--- config.mk ---
export PLATFORM = sky130hd
export DESIGN_NAME = score_ctrl
export DESIGN_NICKNAME = d
export VERILOG_FILES = /design/src/rtl/score_pkg.sv /design/src/rtl/score_slot_sel.sv /design/src/rtl/score_ctrl.sv
export SDC_FILE = /design/constraint.sdc
export NUM_CORES = 1
export LEC_CHECK = 0
export CAP_MARGIN = 20
export CORE_ASPECT_RATIO = 1.5
export CORE_MARGIN = 5
export CORE_UTILIZATION = 56
export CTS_BUF_LIST = sky130_fd_sc_hd__clkbuf_4
export DETAILED_ROUTE_END_ITERATION = 7
export PLACE_DENSITY = 0.91
export SKIP_LAST_GASP = 1
export SLEW_MARGIN = 0
export SYNTH_ARGS = -nofsm -noshare
export SYNTH_HDL_FRONTEND = slang
export SYNTH_SLANG_ARGS = --single-unit
--- constraint.sdc ---
create_clock -name clk -period 11 [get_ports clk]
set_clock_uncertainty 0.2 [all_clocks]
set_input_delay 2.75 -clock clk [delete_from_list [all_inputs] [get_ports clk]]
set_output_delay 2.75 -clock clk [all_outputs]
set_load 0.03 [all_outputs]
--- src/rtl/score_pkg.sv ---
`default_nettype none
// ============================================================================
// Module   : score_pkg
// Brief    : Shared types and constants for the score controller slice.
// Revision : 1.0  initial release
// ============================================================================
package score_pkg;

    // Score sequencer states
    typedef enum logic [1:0] {
        IDLE = 2'd0,
        ADD  = 2'd1,
        CMP  = 2'd2,
        COPY = 2'd3
    } state_t;

    // One BCD digit, 0-9
    typedef logic [3:0] bcd_digit_t;

    // Off-screen renderer position; the sprite stays blank here
    localparam logic [9:0] PARK_X = 10'd1023;
    localparam logic [8:0] PARK_Y = 9'd511;

endpackage
`default_nettype wire

--- src/rtl/score_slot_sel.sv ---
`default_nettype none
// ============================================================================
// Module   : score_slot_sel
// Brief    : Combinational decoder mapping the next beam column and the
//            current line to a digit slot of the score or hi-score row.
// Revision : 1.0  initial release
// ============================================================================
module score_slot_sel #(
    parameter int DIGITS  = 4,
    parameter int H       = 5,
    parameter int SPACING = 6,
    parameter int SCORE_X = 8,
    parameter int SCORE_Y = 4,
    parameter int HI_X    = 560,
    parameter int HI_Y    = 4,
    parameter int SW      = (DIGITS > 1) ? $clog2(DIGITS) : 1
) (
    input  logic [9:0]    vga_x,
    input  logic [8:0]    vga_y,
    output logic          valid,
    output logic          row,     // 0 = score row, 1 = hi-score row
    output logic [SW-1:0] slot     // 0 = most significant digit
);

    logic [10:0]   w_nx;
    logic          w_in_score;
    logic          w_in_hi;
    logic          w_score_hit;
    logic          w_hi_hit;
    logic [SW-1:0] w_score_slot;
    logic [SW-1:0] w_hi_slot;

    // Lookahead column in 11 bits so vga_x = 1023 does not wrap onto slot 0
    always_comb begin
        w_nx       = {1'b0, vga_x} + 11'd1;
        w_in_score = ({1'b0, vga_y} >= 10'(SCORE_Y)) && ({1'b0, vga_y} < 10'(SCORE_Y + H));
        w_in_hi    = ({1'b0, vga_y} >= 10'(HI_Y))    && ({1'b0, vga_y} < 10'(HI_Y + H));

        w_score_hit  = 1'b0;
        w_score_slot = '0;
        w_hi_hit     = 1'b0;
        w_hi_slot    = '0;
        for (int i = 0; i < DIGITS; i++) begin
            if ((w_nx >= 11'(SCORE_X + i * SPACING)) && (w_nx < 11'(SCORE_X + (i + 1) * SPACING))) begin
                w_score_hit  = 1'b1;
                w_score_slot = SW'(i);
            end
            if ((w_nx >= 11'(HI_X + i * SPACING)) && (w_nx < 11'(HI_X + (i + 1) * SPACING))) begin
                w_hi_hit  = 1'b1;
                w_hi_slot = SW'(i);
            end
        end

        // Score row wins when both rows share the line and x windows collide
        valid = 1'b0;
        row   = 1'b0;
        slot  = '0;
        if (w_in_score && w_score_hit) begin
            valid = 1'b1;
            row   = 1'b0;
            slot  = w_score_slot;
        end else if (w_in_hi && w_hi_hit) begin
            valid = 1'b1;
            row   = 1'b1;
            slot  = w_hi_slot;
        end
    end

endmodule
`default_nettype wire

--- src/rtl/score_ctrl.sv ---
`default_nettype none
// ============================================================================
// Module   : score_ctrl
// Brief    : BCD score / high-score owner with a digit-serial sequencer and a
//            time-multiplexed feed for a single shared digit renderer.
// Revision : 1.0  initial release
// ============================================================================
module score_ctrl
    import score_pkg::*;
#(
    parameter int DIGITS  = 4,
    parameter int W       = 5,
    parameter int H       = 5,
    parameter int SPACING = 6,
    parameter int SCORE_X = 8,
    parameter int SCORE_Y = 4,
    parameter int HI_X    = 560,
    parameter int HI_Y    = 4
) (
    input  logic                clk,
    input  logic                reset,
    input  logic [9:0]          vga_x,
    input  logic [8:0]          vga_y,
    input  logic                add_valid,
    input  logic [3:0]          add_pts,
    output logic                add_ready,
    input  logic                game_over,
    input  logic                new_game,
    output logic                busy,
    output logic [4*DIGITS-1:0] score_bcd,
    output logic [4*DIGITS-1:0] hi_bcd,
    output logic [9:0]          x,
    output logic [8:0]          y,
    output logic [3:0]          num
);

    localparam int            SW       = (DIGITS > 1) ? $clog2(DIGITS) : 1;
    localparam logic [SW-1:0] C_K_LAST = SW'(DIGITS - 1);

    // Slots must not overlap or touch, otherwise adjacent sprites merge
    if (SPACING <= W) begin : g_bad_spacing
        $error("score_ctrl: SPACING must exceed W");
    end

    state_t        r_state, w_state_nxt;
    logic [SW-1:0] r_k, w_k_nxt;
    logic [3:0]    r_carry, w_carry_nxt;
    bcd_digit_t    r_score [DIGITS];
    bcd_digit_t    r_hi    [DIGITS];

    logic          w_clear, w_sat, w_copy, w_wr;
    logic [4:0]    w_sum;
    bcd_digit_t    w_wr_val, w_sc_k, w_hi_k;

    assign busy      = (r_state != IDLE);
    assign add_ready = (r_state == IDLE);

    // Next-state and datapath controls; new_game aborts from any state
    always_comb begin
        w_state_nxt = r_state;
        w_k_nxt     = r_k;
        w_carry_nxt = r_carry;
        w_clear     = 1'b0;
        w_sat       = 1'b0;
        w_copy      = 1'b0;
        w_wr        = 1'b0;
        w_sc_k      = r_score[r_k];
        w_hi_k      = r_hi[r_k];
        w_sum       = {1'b0, w_sc_k} + {1'b0, r_carry};
        w_wr_val    = (w_sum > 5'd9) ? 4'(w_sum - 5'd10) : w_sum[3:0];

        if (new_game) begin
            w_clear     = 1'b1;
            w_state_nxt = IDLE;
        end else begin
            case (r_state)
                IDLE: begin
                    if (game_over) begin
                        w_state_nxt = CMP;
                        w_k_nxt     = C_K_LAST;
                    end else if (add_valid) begin
                        w_state_nxt = ADD;
                        w_k_nxt     = '0;
                        w_carry_nxt = (add_pts > 4'd9) ? 4'd9 : add_pts;
                    end
                end
                ADD: begin
                    w_wr = 1'b1;
                    if (w_sum > 5'd9) begin
                        if (r_k == C_K_LAST) begin
                            w_sat       = 1'b1;
                            w_state_nxt = IDLE;
                        end else begin
                            w_k_nxt     = r_k + 1'b1;
                            w_carry_nxt = 4'd1;
                        end
                    end else begin
                        w_carry_nxt = 4'd0;
                        w_state_nxt = IDLE;
                    end
                end
                CMP: begin
                    if (w_sc_k > w_hi_k) begin
                        w_state_nxt = COPY;
                    end else if (w_sc_k < w_hi_k) begin
                        w_state_nxt = IDLE;
                    end else if (r_k == '0) begin
                        w_state_nxt = IDLE;
                    end else begin
                        w_k_nxt = r_k - 1'b1;
                    end
                end
                COPY: begin
                    w_copy      = 1'b1;
                    w_state_nxt = IDLE;
                end
                default: w_state_nxt = IDLE;
            endcase
        end
    end

    // Sequencer state, digit index and carry
    always_ff @(posedge clk) begin
        if (reset) begin
            r_state <= IDLE;
            r_k     <= '0;
            r_carry <= 4'd0;
        end else begin
            r_state <= w_state_nxt;
            r_k     <= w_k_nxt;
            r_carry <= w_carry_nxt;
        end
    end

    // Score and high-score digit registers; hi copies all digits at once
    always_ff @(posedge clk) begin
        if (reset) begin
            for (int i = 0; i < DIGITS; i++) begin
                r_score[i] <= 4'd0;
                r_hi[i]    <= 4'd0;
            end
        end else begin
            if (w_clear) begin
                for (int i = 0; i < DIGITS; i++) r_score[i] <= 4'd0;
            end else if (w_sat) begin
                for (int i = 0; i < DIGITS; i++) r_score[i] <= 4'd9;
            end else if (w_wr) begin
                r_score[r_k] <= w_wr_val;
            end
            if (w_copy) begin
                for (int i = 0; i < DIGITS; i++) r_hi[i] <= r_score[i];
            end
        end
    end

    for (genvar g = 0; g < DIGITS; g++) begin : g_pack
        assign score_bcd[4*g +: 4] = r_score[g];
        assign hi_bcd[4*g +: 4]    = r_hi[g];
    end

    logic          w_vld, w_row;
    logic [SW-1:0] w_slot, w_didx;
    logic [9:0]    w_xs;

    score_slot_sel #(
        .DIGITS  (DIGITS),
        .H       (H),
        .SPACING (SPACING),
        .SCORE_X (SCORE_X),
        .SCORE_Y (SCORE_Y),
        .HI_X    (HI_X),
        .HI_Y    (HI_Y),
        .SW      (SW)
    ) u_sel (
        .vga_x (vga_x),
        .vga_y (vga_y),
        .valid (w_vld),
        .row   (w_row),
        .slot  (w_slot)
    );

    // Slot 0 is the MSD, so the digit index counts down from DIGITS-1
    assign w_didx = C_K_LAST - w_slot;
    assign w_xs   = (w_row ? 10'(HI_X) : 10'(SCORE_X)) + 10'(w_slot * SPACING);

    // Renderer feed, registered one pixel ahead of the beam
    always_ff @(posedge clk) begin
        if (reset) begin
            x   <= PARK_X;
            y   <= PARK_Y;
            num <= 4'd0;
        end else if (w_vld) begin
            x   <= w_xs;
            y   <= w_row ? 9'(HI_Y) : 9'(SCORE_Y);
            num <= w_row ? r_hi[w_didx] : r_score[w_didx];
        end else begin
            x   <= PARK_X;
            y   <= PARK_Y;
            num <= 4'd0;
        end
    end

endmodule
`default_nettype wire

==> impl_metrics.tcl <==
set metrics [dict create \
    drive_above_1_share 0.0795 \
    numPortBuffers 83 \
    die_y_um 109 \
    ctsResizeCount 0 \
    period_share 0.603 \
    cts_buffer_depth 2 \
    grt_use_total 0.219 \
    root_buffer "clkbuf_4" \
    yosysSeqAreaShare 0.387 \
    vdd_drop_max_uv 73.4 \
    crit_type "primary input to flip-flop" \
    final-hold-violation-count 0 \
    start_kind "primary input" \
    area_growth_pct 22.4 \
    ys.flop_type "edfxtp_1" \
    ctsHoldBuffers 0 \
    tightest_slew_ps 794 \
    worstSetupEndpointType "flip-flop" \
    yosysWarnings 0 \
    finalPower_mw 0.434 \
    cts-htree-levels 2 \
    max_cap_viol_count 0 \
    postRouteAntennaNets 0 \
    relSlewSlack 0.464 \
    grt_max_degree 23 \
    avgSynthCellArea_um2 9.81 \
    cts_sinks 55 \
    wl_per_cell_um 17.8 \
    diodes 0 \
    whs_ps 283 \
    dr.first_iter.drc_count 285 \
    drt-total-wl_um 9180 \
    cts_buffers 5 \
    ios 85 \
    clk_latency_ps 390 \
    grt_pass1_wl_um 14800 \
    setup_viol 0 \
    synth_seq_cells 55 \
    gp_congestion 0.917 \
    critical_path_required_ps 11080 \
    period_minus_slack_ps 6630 \
    dp_slack_ps 3940 \
    async_flop_share 0 \
    status "finished clean" \
    via_per_inst 6.22 \
    synth_cells 375 \
    cp_max_fo 15 \
    antenna_found_initial 0 \
    cts_tree "done" \
    syn_nets 427 \
    rsz0062_at_grt "false" \
    drc 0 \
    p_leak_nw 1.77 \
    core_mm2 0.00644 \
    slew_viol_final 0 \
    initial_utilization 0.571 \
    dieArea_mm2 0.00832 \
    via_count 3211 \
    setup_tns_ps 0 \
    post-cts-setup-buffers 0 \
    ys_types 68 \
    row_count 36 \
    hold_path_class "flip-flop to flip-flop" \
    die_w_um 76.2 \
    clk_pin_slew_worst_paths_ps 170 \
    gr-total-overflow 0 \
    synth_area_mm2 0.00368 \
    synth_edf_count 32 \
    worstPathArrival_ps 6710 \
    hpwl_um 7300 \
    grt_pass1_vias 3012 \
    fin_nets 491 \
    drt_pass1_iterations 6 \
    worst_slack_ps 4370 \
    maxClockFrequency_mhz 151 \
    power_density_mw_per_mm2 96.4 \
]
[where the power goes]
| part | switching [mW] | internal [mW] | leakage (nW) |
|---|---|---|---|
| Sequential | 0.0105 | 0.225 | 0.531 |
| Clock | 0.0672 | 0.0262 | 0.0331 |
| Combinational | 0.0598 | 0.0455 | 1.20 |
[routing by layer]
layer | up-vias | GRT usage | share of wire
met5 | - | 0 | 0
met4 | 0 | 0.0988 | 0.032
met3 | 28 | 0.0380 | 0.063
met2 | 141 | 0.421 | 0.55
met1 | 1534 | 0.231 | 0.35
li1 | 1508 | - | -
[sequential cells by signal (all words and copies together) (netlist names), named ones only]
signal	cells
r_hi	16
r_score	16
x	8
num	4
r_carry	4
r_k	2
r_state	2
y	1
[logic make-up after synthesis]
group / after synthesis / share of synthesized area
AOI/OAI and AO/OA: 76 / 0.146
xor gates and xnor gates: 9 / 0.0214
muxes: 20 / 0.0830
and+or+nand+nor: 137 / 0.203
DFF: 55 / 0.387
buffers and inverters: 53 / 0.0732
adders and majority gates: 24 / 0.0857
other: 1 / 0.00102
[layout make-up]
type / count / area (um2)
multi-input combinational: 267 / 1990
tap: 76 / 95.1
inverter: 26 / 97.6
fill: 487 / 1940
sequential: 55 / 1420
clock buffer: 5 / 37.5
timing repair buffer: 84 / 838
clock inverter: 3 / 23.8
[final timing paths]
check	from	endpoint	slack, ps	cells past startpoint
setup / recovery	vga_x[1]	x[5]$_SDFF_PP1_	4370	14
hold / removal	r_carry[3]$_SDFFE_PP0P_	r_carry[3]$_SDFFE_PP0P_	280	2
hold reg to reg	r_carry[3]$_SDFFE_PP0P_	r_carry[3]$_SDFFE_PP0P_	280	2
setup reg to reg	flip-flop	r_carry[1]$_SDFFE_PP0P_	6350	12
[cells in the mapped netlist, types with 2 or more instances]
master,number,share of area
nand2_1,33,0.034
edfxtp_1,32,0.26
nor2_1,27,0.028
inv_1,26,0.027
dfxtp_1,23,0.13
ha_1,22,0.075
and3_1,18,0.031
a21oi_1,17,0.023
o21ai_0,15,0.020
buf_4,12,0.024
nand2b_1,12,0.020
clkbuf_1,11,0.011
nand3_1,9,0.012
a32oi_1,8,0.019
mux2i_1,8,0.022
mux4_2,8,0.049
nand4_1,5,0.0085
o221ai_1,5,0.012
xnor2_1,5,0.012
mux2_2,4,0.012
nor3_1,4,0.0054
or3_1,4,0.0068
xor2_1,4,0.0095
nor2b_1,3,0.0051
o311ai_0,3,0.0071
or4b_2,3,0.0082
a2111oi_0,2,0.0048
a211oi_1,2,0.0041
a21o_1,2,0.0041
a221oi_1,2,0.0048
a2bb2oi_1,2,0.0048
fa_1,2,0.011
nand4b_1,2,0.0048
o211ai_1,2,0.0041
o31ai_1,2,0.0041
or2_2,2,0.0034
or4_1,2,0.0041
or4b_1,2,0.0054
[placed cells by master, fill, tap and decap left out, types with 5 or more instances in the layout]
cell type	synthesis	final
mux4_2	8	8
nand3_1	9	9
a21oi_1	17	17
nand2b_1	12	12
xnor2_1	5	5
nand2_1	33	33
clkdlybuf4s50_1	0	83
dfxtp_1	23	23
nand4_1	5	5
o221ai_1	5	5
clkbuf_4	0	5
o21ai_0	15	15
ha_1	22	22
a32oi_1	8	8
and3_1	18	18
edfxtp_1	32	32
nor2_1	27	27
inv_1	26	26
mux2i_1	8	8
[critical path: stages]
cell,delay (ps)
clkdlybuf4s50_1,550
ha_1,420
nand2_1,170
nor3_1,260
nor3_1,90
o311ai_0,340
a21oi_1,100
a211o_1,380
o21a_1,470
ha_1,340
ha_1,210
fa_1,380
xnor2_1,160
nand2_1,60
[metrics by stage]
stage	instances	util	instance area, um2
final	516	0.699	4500
after global routing	516	0.699	4500
after CTS	515	0.698	4490
after detailed placement	507	0.688	4430
after global placement	507	0.688	4430
after floorplan	375	-	3680
Note: power is estimated with default switching activity, not from simulation.
==> RTL edit, RTL diff (config.mk and constraints unchanged) <==
Reset style: asynchronous (`reset`), changed in 3 clocked blocks.
--- a/src/rtl/score_ctrl.sv
+++ b/src/rtl/score_ctrl.sv
@@ -121,5 +121,5 @@
 
     // Sequencer state, digit index and carry
-    always_ff @(posedge clk) begin
+    always_ff @(posedge clk or posedge reset) begin
         if (reset) begin
             r_state <= IDLE;
@@ -134,5 +134,5 @@
 
     // Score and high-score digit registers; hi copies all digits at once
-    always_ff @(posedge clk) begin
+    always_ff @(posedge clk or posedge reset) begin
         if (reset) begin
             for (int i = 0; i < DIGITS; i++) begin
@@ -185,5 +185,5 @@
 
     // Renderer feed, registered one pixel ahead of the beam
-    always_ff @(posedge clk) begin
+    always_ff @(posedge clk or posedge reset) begin
         if (reset) begin
             x   <= PARK_X;
Behaviour: differs if reset is asserted again (counterexample within 4 cycles, from zero or initial values and one cycle with reset high); with reset held inactive, the same outputs for 10 cycles.
==> RTL edit against the unedited design <==
Core utilization is 1.5 points lower. Wire length is 26% higher. Sequential cell count is 3 lower. Synthesized area is 10% higher. Worst setup slack worse by 0.025 ns. Design area is 8.3% higher. Synthesized cell count is 14% higher. Sequential share of layout area is 4.7 points lower. Critical endpoint is now x[4].
Power is not compared: it rests on default switching activity, and its combinational part moved more than twofold at a synthesized area within 25%.
==> RTL edit: results (changes against the unedited design) <==
Finish
  – Fillers: 558 (+15%)
  – Non-Filler Instances: 566 (+9.7%)
  – Count of non-CTS buffers in the layout: 86 (+2.4%)
  – Seq. cell area: 1310 um2 (-7.7%)
  – Signal buf overhead: 17.8% (-0.86 points)
  – Num sequential: 52 (-5.5%)
  – Clock network area share: 1.75% (+0.38 points)
  – Fraction of area in multi-input gates: 49.0% (+4.8 points)
  – Comb_multi_in: 307 (+15%)
  – Core Util, Final: 68.3% (-1.5 points)
  – Layout net count: 536 (+9.2%)

Worst setup path
  – RR Endpoint: score_bcd[10]
  – Max FO, Critical Path: 19 (+4)
  – CP max stage cell: ha_1
  – Crit-path max cell delay: 0.64 ns (+0.09 ns)
  – Crit path arrival time: 6.81 ns (+0.10 ns)
  – R2R setup slack: 6.26 ns (-0.09 ns)

Global route
  – Total track usage: 26.0% (+4.1 points)
  – Largest net degree at the start of global routing: 53 (+130%)
  – Number of global-route vias before repair: 3615 (+20%)
  – Antenna violations before repair: 0 (unchanged)

Placement
  – Placed cell area: 4770 um2 (+7.6%)
  – Post-DP HPWL: 8810 um (+21%)
  – Placed cell count: 557 (+9.9%)
  – Setup WS pre-CTS: 4.01 ns (+0.0717 ns)
  – Final RePlAce weighted congestion: 0.988 (+7.8%)

STA
  – Worst hold slack: 0.336 ns (+0.0528 ns)
  – Worst Tran Pin Value: 0.993 ns (+0.200 ns)

Synthesis
  – Sequential fraction of the synthesis area: 32.4% (-6.3 points)
  – Synth Area in Compound Gates: 22.3% (+7.8 points)
  – Netlist cell types: 77 (+13%)
  – Synth top area cells: dfrtp_1 (27%), ha_1 (6.5%), dfstp_2 (5.2%), mux4_2 (4.4%), mux2_2 (3.9%)
  – Mux contribution to synthesized area: 9.82% (+1.5 points)
  – Syn nets: 479 (+12%)
  – Synth top cells by count: dfrtp_1 (44), inv_1 (32), o21ai_0 (28)
  – Mapped Cells: 428 (+14%)
  – Post-Synth Adder-Cell Area: 7.47% (-1.1 points)

Route
  – 1st-iter DRT viols: 351 (+23%)
  – Post-Route WL: 11500 um (+26%)
  – Via count: 3737 (+16%)
  – DRT Pass-1 Iters: 5 (-1)

Hold path
  – Min-delay src: r_carry[3]
  – Hold EP: r_carry[3]

Pwr
  – Power per cell area: 174 nW/um2

Outcome
  – Run status: completed
==> RTL edit: changes by cell type in the layout (fill, tap and decap cells not counted), sizes merged, moves of 10 or more <==
cell	delta
dfrtp	+44
dfxtp	-23
edfxtp	-32
mux2	+10
o21ai	+14
==> RTL edit: worst max-delay path by stage <==
stage                       to  cells past startpoint  startpoint
after floorplan           x[4]                     14    vga_x[0]
after global placement    x[4]                     14    vga_x[1]
after detailed placement  x[4]                     14    vga_x[1]
after CTS                 x[4]                     14    vga_x[1]
after global routing      x[4]                     14    vga_x[1]
final                     x[4]                     14    vga_x[1]
==> RTL edit: layer usage <==
| layer | track usage (%) | up-vias | share of wire (%) |
|---|---|---|---|
| met5 | 0 | - | 0 |
| met3 | 3.86 | 42 | 5.5 |
| met1 | 29.3 | 1828 | 36 |
| li1 | - | 1679 | - |
| met2 | 47.4 | 188 | 55 |
| met4 | 11.9 | 0 | 4.0 |
